$ cat config.mk
export PLATFORM = sky130hd
export DESIGN_NAME = stopwatch_display_scan
export DESIGN_NICKNAME = d
export VERILOG_FILES = /design/src/rtl/stopwatch_disp_pkg.sv /design/src/rtl/bcd_to_seg7.sv /design/src/rtl/stopwatch_display_scan.sv
export SDC_FILE = /design/constraint.sdc
export NUM_CORES = 1
export LEC_CHECK = 0
export CAP_MARGIN = 0
export CORE_MARGIN = 1
export CORE_UTILIZATION = 55
export CTS_CLUSTER_SIZE = 10
export DETAILED_ROUTE_END_ITERATION = 6
export MAX_ROUTING_LAYER = met4
export PLACE_DENSITY = 0.84
export SYNTH_ARGS = -nofsm -noshare
export SYNTH_HDL_FRONTEND = slang
export SYNTH_SLANG_ARGS = --single-unit
$ cat constraint.sdc
create_clock -name clk -period 4.34 [get_ports clk]
set_input_delay 0.651 -clock clk [delete_from_list [all_inputs] [get_ports clk]]
set_output_delay 0.651 -clock clk [all_outputs]
set_load 0.005 [all_outputs]
$ cat src/rtl/stopwatch_disp_pkg.sv
// stopwatch_disp_pkg: shared digit width and active-low 7-segment glyphs for display blocks
package stopwatch_disp_pkg;
    localparam int BCD_W = 4;
    localparam logic [6:0] SEG_GLYPH [10] = '{
        7'h40, 7'h79, 7'h24, 7'h30, 7'h19, 7'h12, 7'h02, 7'h78, 7'h00, 7'h10
    };
    localparam logic [6:0] SEG_DASH  = 7'h3F;
    localparam logic [6:0] SEG_BLANK = 7'h7F;
endpackage

$ cat src/rtl/bcd_to_seg7.sv
// bcd_to_seg7: 4-bit code to active-low segments; non-decimal codes render as a dash
module bcd_to_seg7 import stopwatch_disp_pkg::*; (
    input  logic [BCD_W-1:0] code_i,
    output logic [6:0]       seg_o
);
    assign seg_o = code_i < 4'd10 ? SEG_GLYPH[code_i] : SEG_DASH;
endmodule

$ cat src/rtl/stopwatch_display_scan.sv
// stopwatch_display_scan: frame-snapshotted, guarded multiplexing of BCD digits onto a common-anode display
module stopwatch_display_scan import stopwatch_disp_pkg::*; #(
    parameter int NUM_DIG     = 4,
    parameter int REFRESH_DIV = 100000,
    parameter int GUARD       = 16
) (
    input  logic                     clk,
    input  logic                     clr,
    input  logic [BCD_W*NUM_DIG-1:0] run_digits,
    input  logic [BCD_W*NUM_DIG-1:0] lap_digits,
    input  logic                     show_lap,
    input  logic                     lz_blank,
    input  logic [NUM_DIG-1:0]       dp_mask,
    output logic [NUM_DIG-1:0]       an,
    output logic [6:0]               seg,
    output logic                     dp,
    output logic                     frame_tick
);
    localparam int PW = $clog2(REFRESH_DIV);
    localparam int IW = $clog2(NUM_DIG);
    logic [PW-1:0] p_q, p_d;
    logic [IW-1:0] i_q, i_d;
    logic [BCD_W*NUM_DIG-1:0] snap_q;
    logic [NUM_DIG-1:0] dpm_q, blank;
    logic lz_q, first_q, lz_eff, lz_run, wrap, load;
    logic [BCD_W-1:0] cur;
    logic [6:0] glyph;
    assign wrap   = p_q == PW'(REFRESH_DIV - 1);
    assign load   = wrap && i_q == IW'(NUM_DIG - 1);
    assign p_d    = wrap ? '0 : p_q + 1'b1;
    assign i_d    = !wrap ? i_q : load ? '0 : i_q + 1'b1;
    assign cur    = snap_q[i_q*BCD_W +: BCD_W];
    // Nothing is latched before the first snapshot, so the live blanking input governs that frame.
    assign lz_eff = first_q ? lz_blank : lz_q;
    always_comb begin
        blank  = '0;
        lz_run = lz_eff;
        for (int k = NUM_DIG - 1; k >= 1; k--) begin
            lz_run   = lz_run && snap_q[k*BCD_W +: BCD_W] == '0;
            blank[k] = lz_run;
        end
    end
    bcd_to_seg7 u_dec (
        .code_i(cur),
        .seg_o (glyph)
    );
    always_ff @(posedge clk or posedge clr) begin
        if (clr) begin
            p_q        <= '0;
            i_q        <= '0;
            snap_q     <= '0;
            dpm_q      <= '0;
            lz_q       <= 1'b0;
            first_q    <= 1'b1;
            an         <= '1;
            seg        <= SEG_BLANK;
            dp         <= 1'b1;
            frame_tick <= 1'b0;
        end else begin
            p_q        <= p_d;
            i_q        <= i_d;
            an         <= p_q < PW'(GUARD) ? '1 : ~(NUM_DIG'(1) << i_q);
            seg        <= blank[i_q] ? SEG_BLANK : glyph;
            dp         <= ~dpm_q[i_q];
            frame_tick <= load;
            if (load) begin
                snap_q  <= show_lap ? lap_digits : run_digits;
                dpm_q   <= dp_mask;
                lz_q    <= lz_blank;
                first_q <= 1'b0;
            end
        end
    end
endmodule

==> reports/summary.md <==
Once detail routing completed, the nets flagged for antenna violations numbered 0. The global-route met3 utilization was 0.0480; the number of cell rows was 25. The run gives 0.314 as the met1 usage in global routing. In the final design database the tool counted 324 nets.

The met2 usage in global routing was 0.322. The area growth from synthesis to layout is 22.8%. The mean number of vias per cell came out at 5.44.

The internal power of the cells totals 745 uW. The layer flagged by global routing as most heavily used is met2. Clock tree synthesis inserted a total of 5 buffers. Path type of the worst min-delay path: reg -> reg. In the post-synthesis netlist, the biggest area contributors are dfrtp_1 37%, dfstp_2 12%, mux2_4 10%.

The routed layout has 1861 vias. The sequential share of power came out at 0.568. The average size of a mapped cell is 12.7 sq um, and the number of antenna violations at the first check in global routing is 0.

For the headroom to the max-slew limit, the log shows 0.344. Entering global routing, the biggest net connects 33 pins. The first global-routing pass estimated 8690 microns of wire. Kind of capture point of the worst setup path: a register.

The tools report the final number of max-transition violations as 0. Largest area contributor in the synthesized netlist: dfrtp_1. The H-tree generated during clock tree synthesis spans 2 levels. The total leakage power was 1.48 nW; the proportion of synthesized chip area in sequential cells was 0.487. In the routed design, unresolved DRC markers number 0.

The starting density of the core is 0.583. Remaining global-route overflow: 0. For this design the ratio of total power to cell area is 278 nW/um^2. Clock latency on the worst-skew pair, taken at its later pin, is 0.31 ns. Across the routed clock network, the largest skew measured is 0.00928 ns. Number of max-cap violations: 0. The tools report the share of the core filled with cells as 0.716. For the final routed database, the setup TNS stands at 0 ns. The final hold violation count was 0. The synthesized design contains 0 enable-type register cells. Dominant cell by count in the synthesized netlist: dfrtp_1.

The root buffer cell was clkbuf_8. For this run, the leading register cell type out of synthesis is dfrtp_1. The slew at the pin with the worst max-slew slack is 0.976 ns.

The share of the clock period used by the worst path was 0.530; the number of sinks on the clock net was 54. Summing every instance area after synthesis gives 2810 sq um. Counting along the longest clock path gives a buffer depth of 2. When the netlist entered floorplanning its net count stood at 271. In this run the tool buffered the top-level ports with 52 buffer cells. The final-report setup violation count was 0; the maximum net fanout on the critical path was 8.

The proportion of register bits with asynchronous set or reset after synthesis is 1.00, and the share of post-route cells with drive strength above 1 is 0.273. The die area came out at 5390 sq um. STA classifies the critical path startpoint as a register. The power share of the combinational group came out at 0.133. Once the clock tree was built, the resizer swapped 0 gates to a different size. Detailed placement finished with a half-perimeter wire length of 3770 microns.

For this design the top-level I/O count stands at 53. The share of total power consumed by net switching is 0.223, and the number of buffers added for setup after CTS is 0. The weighted congestion reported at the end of routability-driven placement was 0.776; the clock-pin slew on the worst setup and hold paths was 0.09 ns. The path type of the worst setup path was reg -> reg. The logs give 0.435 GHz for the peak clock frequency supported by timing and 1340 sq um for the area used by multi-input combinational logic. The run gives 0 as the antenna diode instance count.

The violation count after the first detailed-route iteration was 85. Before antenna repair, the detailed router went through 4 iterations. The flow ran to the end, and the final reports show no timing, DRC or antenna violations. Measured along the y axis, the die boundary spans 73.5 microns.

The Yosys step of the flow raised 0 warnings. Setup repair after global routing left no endpoint under its margin. VDD sags by at most 0.167 mV. The cell count after synthesis is 221, and the count of unique library cells instantiated by Yosys is 40.

Buffers inserted to repair hold after CTS numbered 0. The via count of the first global-routing pass was 1815; the fraction of post-synthesis cell area in the top cell type by area was 0.365. The floorplan step defined a core boundary enclosing 4820 sq um.

Total length of routed wires: 5100 microns. The commonest cells after synthesis are 41 x dfrtp_1, 21 x mux2_2, 19 x mux2_4, 13 x dfstp_2, 12 x nor2_1. After detailed routing, the average wire length per cell comes to 14.9 microns. The floorplan step set the die width to 73.5 microns. The filler cell count came out at 377. TritonCTS built the clock tree. For this design the total switching power over the nets is 213 uW. Number of storage elements in the synthesis netlist: 54. Clock network fraction of design power: 0.299. Data on the critical path arrives at its endpoint at 2.50 ns. Data on the critical path is required at its endpoint by 4.54 ns.

The worst path in the final design needs a cycle of 2.30 ns, including I/O delays and setup. Registers take 1370 sq um. The run gives 0.222 as the global-route usage over all layers.
## worst paths after layout
| check | endpoint | start | cells past startpoint | slack (ns) |
|---|---|---|---|---|
| setup / recovery | i_q[1] | p_q[0] | 4 | 2.04 |
| hold / removal | p_q[0] | p_q[0] | 1 | 0.49 |
| setup reg to reg | i_q[1] | p_q[0] | 4 | 2.04 |
| hold reg to reg | p_q[0] | p_q[0] | 1 | 0.49 |
| max in group asynchronous | first_q | clr | 3 | 2.86 |
| min in group asynchronous | p_q[13] | clr | 2 | 0.67 |
## final cells by class
type	count	area share
clock buffers	6	0.0240
clock inverters	2	0.00363
inverters	10	0.0109
multi-input cells	150	0.387
flip-flops and latches	54	0.397
well taps	67	0.0243
repair buffers	53	0.153
## power groups by stage
stage,Sequential [mW],Clock (mW),Combinational [mW]
3_5_place_dp,0.553,0,0.129
2_1_floorplan,0.550,0,0.0650
5_1_grt,0.547,0.311,0.142
3_3_place_gp,0.552,0,0.126
4_1_cts,0.544,0.292,0.129
6_report,0.544,0.286,0.128
## layout by cell type, fill, tap and decap left out, types with 3 or more instances in the layout
cell             count
clkdlybuf4s50_1     52
dfrtp_1             41
mux2_2              21
mux2_4              19
dfstp_2             13
nor2_1              12
nand2_1             11
xnor2_1             10
ha_1                10
inv_1                9
o21ai_0              9
nor3_1               6
nand4_1              6
clkbuf_8             6
nand3_1              5
mux4_2               5
a21oi_1              5
nand2b_1             3
xor2_1               3
## flip-flops by register name, summed over array words and instances, names as in the netlist
signal	cells
first_q	1
lz_q	1
an	4
dpm_q	4
frame_tick	1
snap_q	16
dp	1
p_q	17
seg	7
i_q	2
## layer usage
metal  share of wire  vias up
met5               0        -
met4           0.013        0
met3           0.049        7
met2            0.48       56
met1            0.46      910
li1                -      888
## critical path: stages, from the launching register on
cell	delay, ns
dfrtp_1	0.40
ha_1	0.25
nand4_1	0.27
nor3_1	0.86
mux2_2	0.41
## cells by family after synthesis
| family | after synthesis | share of synthesized area |
|---|---|---|
| flops | 54 | 0.487 |
| buf+inv | 17 | 0.0374 |
| compound gates | 18 | 0.0361 |
| simple gates | 63 | 0.125 |
| mux | 46 | 0.230 |
| fa+ha+maj | 10 | 0.0446 |
| xor+xnor | 13 | 0.0406 |
## metrics by stage
step	power [mW]	instances	hold WS [ns]	instance area (sq um)	setup WS [ns]
global route	1.00	342	0.519	3450	1.85
floorplan	0.615	221	0.455	2810	2.32
detailed placement	0.682	334	0.482	3350	1.90
finish	0.958	342	0.490	3450	2.04
global placement	0.679	334	0.471	3350	1.92
CTS	0.966	342	0.496	3450	2.02
Note: power is estimated with default switching activity, not from simulation.
